<file path="config.mk">
export PLATFORM = sky130hd
export DESIGN_NAME = ws2812b_rx
export DESIGN_NICKNAME = d
export VERILOG_FILES = /design/src/rtl/ws2812b_rx.sv
export SDC_FILE = /design/constraint.sdc
export NUM_CORES = 1
export LEC_CHECK = 0
export CORE_UTILIZATION = 35
export CTS_BUF_LIST = sky130_fd_sc_hd__clkbuf_8
export DETAILED_ROUTE_END_ITERATION = 16
export PLACE_DENSITY_LB_ADDON = 0.2
export SYNTH_ARGS = -nofsm -noshare
export SYNTH_HDL_FRONTEND = slang
export SYNTH_SLANG_ARGS = --single-unit
</file>
<file path="constraint.sdc">
create_clock -name clk20 -period 3.9 [get_ports clk20]
set_input_delay 0.78 -clock clk20 [delete_from_list [all_inputs] [get_ports clk20]]
set_output_delay 0.78 -clock clk20 [all_outputs]
set_load 0.05 [all_outputs]
</file>
<file path="src/rtl/ws2812b_rx.sv">
// WS2812B single-wire receiver: decodes 24-bit GRB words onto a ready/valid output.
// Define WS2812B_RX_FORWARD_EN to forward the line once each frame's first word is captured.
module ws2812b_rx #(
  parameter int unsigned CYCLES_HMIN   = 3,
  parameter int unsigned CYCLES_THRESH = 12,
  parameter int unsigned CYCLES_HMAX   = 30,
  parameter int unsigned CYCLES_RESET  = 1000
) (
  input  logic        clk20,
  input  logic        reset,
  input  logic        din,
  output logic [23:0] data_out,
  output logic        valid,
  input  logic        ready,
  output logic        latch,
  output logic        overrun,
  output logic        frame_err,
  output logic        dout
);
  localparam logic [15:0] HMIN_C   = 16'(CYCLES_HMIN);
  localparam logic [15:0] THRESH_C = 16'(CYCLES_THRESH);
  localparam logic [15:0] HMAX_C   = 16'(CYCLES_HMAX);
  localparam logic [15:0] RESET_C  = 16'(CYCLES_RESET);

  typedef enum logic [1:0] {SYNC, LOW, HIGH} state_t;

  state_t      state_q;
  logic        sync1_q;
  logic        line_q;
  logic [15:0] hi_cnt_q;
  logic [15:0] lo_cnt_q;
  logic [23:0] sr_q;
  logic [4:0]  nbits_q;
  logic        armed_q;

  logic [15:0] hi_inc;
  logic [15:0] lo_inc;
  logic [23:0] word_nx;
  logic        bit_ok;
  logic        word_done;
  logic        too_long;
  logic        gap_hit;

  always_comb begin
    hi_inc    = (hi_cnt_q == '1) ? hi_cnt_q : hi_cnt_q + 16'd1;
    lo_inc    = (lo_cnt_q == '1) ? lo_cnt_q : lo_cnt_q + 16'd1;
    word_nx   = {sr_q[22:0], (hi_cnt_q >= THRESH_C)};
    bit_ok    = (state_q == HIGH) && !line_q && (hi_cnt_q >= HMIN_C);
    word_done = bit_ok && (nbits_q == 5'd23);
    too_long  = (state_q == HIGH) && line_q && (hi_inc > HMAX_C);
    // armed_q is set only by a rising edge in LOW, so the gap ending SYNC never latches
    gap_hit   = (state_q == LOW) && !line_q && armed_q && (lo_inc >= RESET_C);
  end

  always_ff @(posedge clk20) begin
    if (reset) begin
      state_q   <= SYNC;
      sync1_q   <= 1'b0;
      line_q    <= 1'b0;
      hi_cnt_q  <= '0;
      lo_cnt_q  <= '0;
      sr_q      <= '0;
      nbits_q   <= '0;
      armed_q   <= 1'b0;
      data_out  <= '0;
      valid     <= 1'b0;
      latch     <= 1'b0;
      overrun   <= 1'b0;
      frame_err <= 1'b0;
    end else begin
      sync1_q   <= din;
      line_q    <= sync1_q;
      latch     <= 1'b0;
      overrun   <= 1'b0;
      frame_err <= 1'b0;
      if (valid && ready) valid <= 1'b0;
      case (state_q)
        SYNC: begin
          if (line_q) begin
            lo_cnt_q <= '0;
          end else begin
            lo_cnt_q <= lo_inc;
            if (lo_inc >= RESET_C) begin
              state_q <= LOW;
              armed_q <= 1'b0;
            end
          end
        end
        LOW: begin
          if (line_q) begin
            state_q  <= HIGH;
            hi_cnt_q <= 16'd1;
            lo_cnt_q <= '0;
            armed_q  <= 1'b1;
          end else begin
            lo_cnt_q <= lo_inc;
            if (gap_hit) begin
              latch   <= 1'b1;
              armed_q <= 1'b0;
              if (nbits_q != '0) begin
                frame_err <= 1'b1;
                nbits_q   <= '0;
                sr_q      <= '0;
              end
            end
          end
        end
        HIGH: begin
          if (too_long) begin
            frame_err <= 1'b1;
            state_q   <= SYNC;
            hi_cnt_q  <= '0;
            lo_cnt_q  <= '0;
            nbits_q   <= '0;
            sr_q      <= '0;
          end else if (line_q) begin
            hi_cnt_q <= hi_inc;
          end else begin
            state_q  <= LOW;
            hi_cnt_q <= '0;
            lo_cnt_q <= 16'd1;
            if (word_done) begin
              nbits_q <= '0;
              sr_q    <= '0;
              // a word arriving in the accept cycle replaces the consumed one
              if (!valid || ready) begin
                data_out <= word_nx;
                valid    <= 1'b1;
              end else begin
                overrun <= 1'b1;
              end
            end else if (bit_ok) begin
              sr_q    <= word_nx;
              nbits_q <= nbits_q + 5'd1;
            end
          end
        end
        default: state_q <= SYNC;
      endcase
    end
  end

`ifdef WS2812B_RX_FORWARD_EN
  logic fwd_q;

  always_ff @(posedge clk20) begin
    if (reset) begin
      fwd_q <= 1'b0;
    end else if (gap_hit || too_long) begin
      fwd_q <= 1'b0;
    end else if (word_done) begin
      fwd_q <= 1'b1;
    end
  end

  assign dout = fwd_q & line_q;
`else
  assign dout = 1'b0;
`endif

endmodule

</file>
==> metrics <==
outcome=finished clean; initial antenna violation count=0; Worst Hold Launch=sync1_q; fin crit share=between 80% and 90%; drt first-iter violations=233; Reg clk slew, reported paths=0.09 ns; Slowest-stage cell, CP=nor4_1; final WL=10.3 mm; vias in the first global route=3655; Max-Cap Viols=0; fmax=302 MHz; setup TNS=0 ns; detailed placer's ending HPWL=7.03 mm; Pins Over Slew Limit=0; min Tclk post-route=3.31 ns; Syn Area/Cell=8.54 µm²; DRT antenna net count=0; most area-hungry cell type in the Yosys netlist=dfxtp_1; area grow syn2layout=14.0%; R2R cell count=10; H-tree Lvls=3; Worst EP arrival=3.56 ns; R2R Setup Slk=slightly below 0.6 ns; CTS tree=built; Initial Util=36.3%; CP max FO=27; critical path class=reg -> reg; # resized after CTS=0; crit-path cells=ha_1, nand3_1, nor4_1, and4b_1, o31ai_1, a211oi_2, nor4_4, nor3b_4, buf_4, mux2_2; Slew headroom=25.2%; CP startpoint kind=register; total die area=0.0130 mm²; FFs w/ async S/R, synth=0%; skew final=~0.0069 ns; share of layout cells above drive strength 1=7.21%; #FFs+latches synth=93; Setup Fix Bufs, Post-CTS=0; largest net degree at the start of global routing=33; ANT cells=0; largest stage delay on the critical path=0.67 ns; Num CTS Buffers=9; # setup viols final=0; Most used DFF post-synth=dfxtp_1; synth warn=0; number of synthesized flops with an enable pin=0; core box area=0.0121 mm²; Hold Crit Class=reg -> reg; crit path to=nbits_q[0]; Multi-input gate area=between 0.002 and 0.0025 mm²; Cell Area, Synth=0.00440 mm²; Worst EP required=4.15 ns; critical path endpoint category=register; row cnt=40; Die Y=114 µm; CTS Root Buffer Type=clkbuf_8; FF-to-FF End=nbits_q[0]; # IOs=33; CTS Buffer Depth=2; Hold Fails Final Rpt=0; r2r startpoint=lo_cnt_q[0]; Slew @ Worst Pin=approximately 1.1 ns; first-pass GRT wire length=17.7 mm; Pre-antenna DRT Iters=5; number of vias after detailed routing=3855; Syn Inst Count=515; RSZ-0062 raised after global routing=false; part of the Yosys area used for sequential elements=42.3%; via/cell ratio=5.44; worst skew pair latency=around 0.36 ns; post-synthesis cell type count=66; synthesized net count=528; top cell type's share of synthesized area=between 40% and 50%; die width=about 110 µm; Critical Path Source=lo_cnt_q[0]; dpl ws=roughly 0.64 ns; Filler cells=1265; clock sink count=slightly above 90; mean routed wirelength per cell=14.6 µm; Placer Congestion=0.885; cts hold-fix bufs=0; Overflow after GRT=0; Register Area=between 0.0015 and 0.002 mm²; GRT Total Usage=approximately 17%; VDD IR max=0.147 mV; power density cells=between 300 and 400 mW/mm²; DRC Markers=0; ranking of synthesized cells by area=dfxtp_1 42%, a21oi_1 5.9%, nand2_1 5.8%; static leakage=0.00167 µW; Buffers on Ports=31; Final #Nets=550; setup ws final=around 0.59 ns
-- final cells by class --
type                       count  share of cell area, %
inverter                      15                   1.12
tap                          168                   4.19
multi-input combinational    378                   46.6
timing repair buffer          40                   7.44
clock inverter                 4                  0.499
sequential                    93                   37.1
clock buffer                  11                   3.02
-- per-layer routing --
| layer | GRT usage (%) | up-vias | routed length [µm] |
|---|---|---|---|
| met5 | 0 | - | 0 |
| met4 | 5.97 | 0 | 146 |
| met3 | 4.39 | 16 | 541 |
| met2 | 26.1 | 100 | 4630 |
| met1 | 22.8 | 1798 | 5000 |
| li1 | - | 1941 | - |
-- cells by family after synthesis --
family / count (synthesis) / synth area share [%]
AO/OA/AOI/OAI: 147 / 22.4
flip-flops: 93 / 42.3
other: 1 / 0.0853
adder cells (fa/ha/maj): 9 / 2.56
AND/OR/NAND/NOR: 216 / 27.0
multiplexers: 3 / 0.711
buffers and inverters: 44 / 4.52
XOR/XNOR: 2 / 0.398
-- synth_stat cells (5+ instances only) --
master and instances:
and4_1 7, a22o_1 24, a31oi_1 6, or3_1 8
o31ai_1 8, nor2_1 19, a21oi_1 52, nor3_1 19
nand2_1 68, or2_2 5, clkbuf_1 19, o21ai_0 17
nand4_1 11, dfxtp_1 93, ha_1 9, and2_1 11
nand2b_1 8, nor4_1 12, or4_1 6, nand3_1 15
and3_1 8, inv_1 15, buf_2 6
-- critical path: cells and delay by family, from the launching register on --
| family | cells | cell delay, ns |
|---|---|---|
| DFF | 1 | 0.43 |
| muxes | 1 | 0.28 |
| buffers and inverters | 1 | 0.25 |
| and+or+nand+nor | 5 | 1.47 |
| adders and majority gates | 1 | 0.27 |
| AOI/OAI and AO/OA | 2 | 0.50 |
-- cell usage in the layout, fill, tap and decap left out, drive strengths merged, types with 5 or more instances in the layout --
cell type	Yosys	final
nand3	15	15
a211oi	5	5
or3	8	8
nand2	68	68
nand4	12	12
a22o	24	24
and3	8	8
and4	7	7
inv	15	16
ha	9	9
and2	12	12
nor4	14	14
clkbuf	19	11
a21oi	52	52
a31oi	6	6
o21ai	19	19
or2	5	5
nor2	19	19
nand2b	8	8
nor3	19	19
buf	10	10
or4	6	6
clkdlybuf4s50	0	30
o31ai	8	8
dfxtp	93	93
-- metrics by stage --
| step | util [%] | std cells | cell area (µm²) | power, µW | hold WS, ns |
|---|---|---|---|---|---|
| 3_3_place_gp | 39.9 | 694 | 4840 | 1090 | 0.421 |
| 2_1_floorplan | - | 515 | 4400 | 1060 | 0.414 |
| 4_1_cts | 41.4 | 709 | 5010 | 1680 | 0.447 |
| 5_1_grt | 41.4 | 709 | 5010 | 1730 | 0.480 |
| 6_report | 41.4 | 709 | 5010 | 1660 | 0.442 |
| 3_5_place_dp | 39.9 | 694 | 4840 | 1090 | 0.425 |
-- registers in the layout (all words and copies together), names as in the netlist --
| name | flops |
|---|---|
| valid | 1 |
| armed_q | 1 |
| sync1_q | 1 |
| overrun | 1 |
| latch | 1 |
| sr_q | 23 |
| state_q | 2 |
| hi_cnt_q | 16 |
| nbits_q | 5 |
| data_out | 24 |
| line_q | 1 |
| lo_cnt_q | 16 |
| frame_err | 1 |
-- power by group --
part           internal, µW  switching, µW  total [µW]
clock                   261            329         590
sequential              956           8.20         964
combinational          33.9           70.2         104
-- how the worst min path moves through the flow --
| stage | end | cells after the start |
|---|---|---|
| 3_3_place_gp | line_q | 1 |
| 6_report | line_q | 1 |
| 3_5_place_dp | line_q | 1 |
| 4_1_cts | line_q | 1 |
| 5_1_grt | line_q | 1 |
| 2_1_floorplan | line_q | 1 |
No activity file was read; power rests on OpenSTA's default activity.
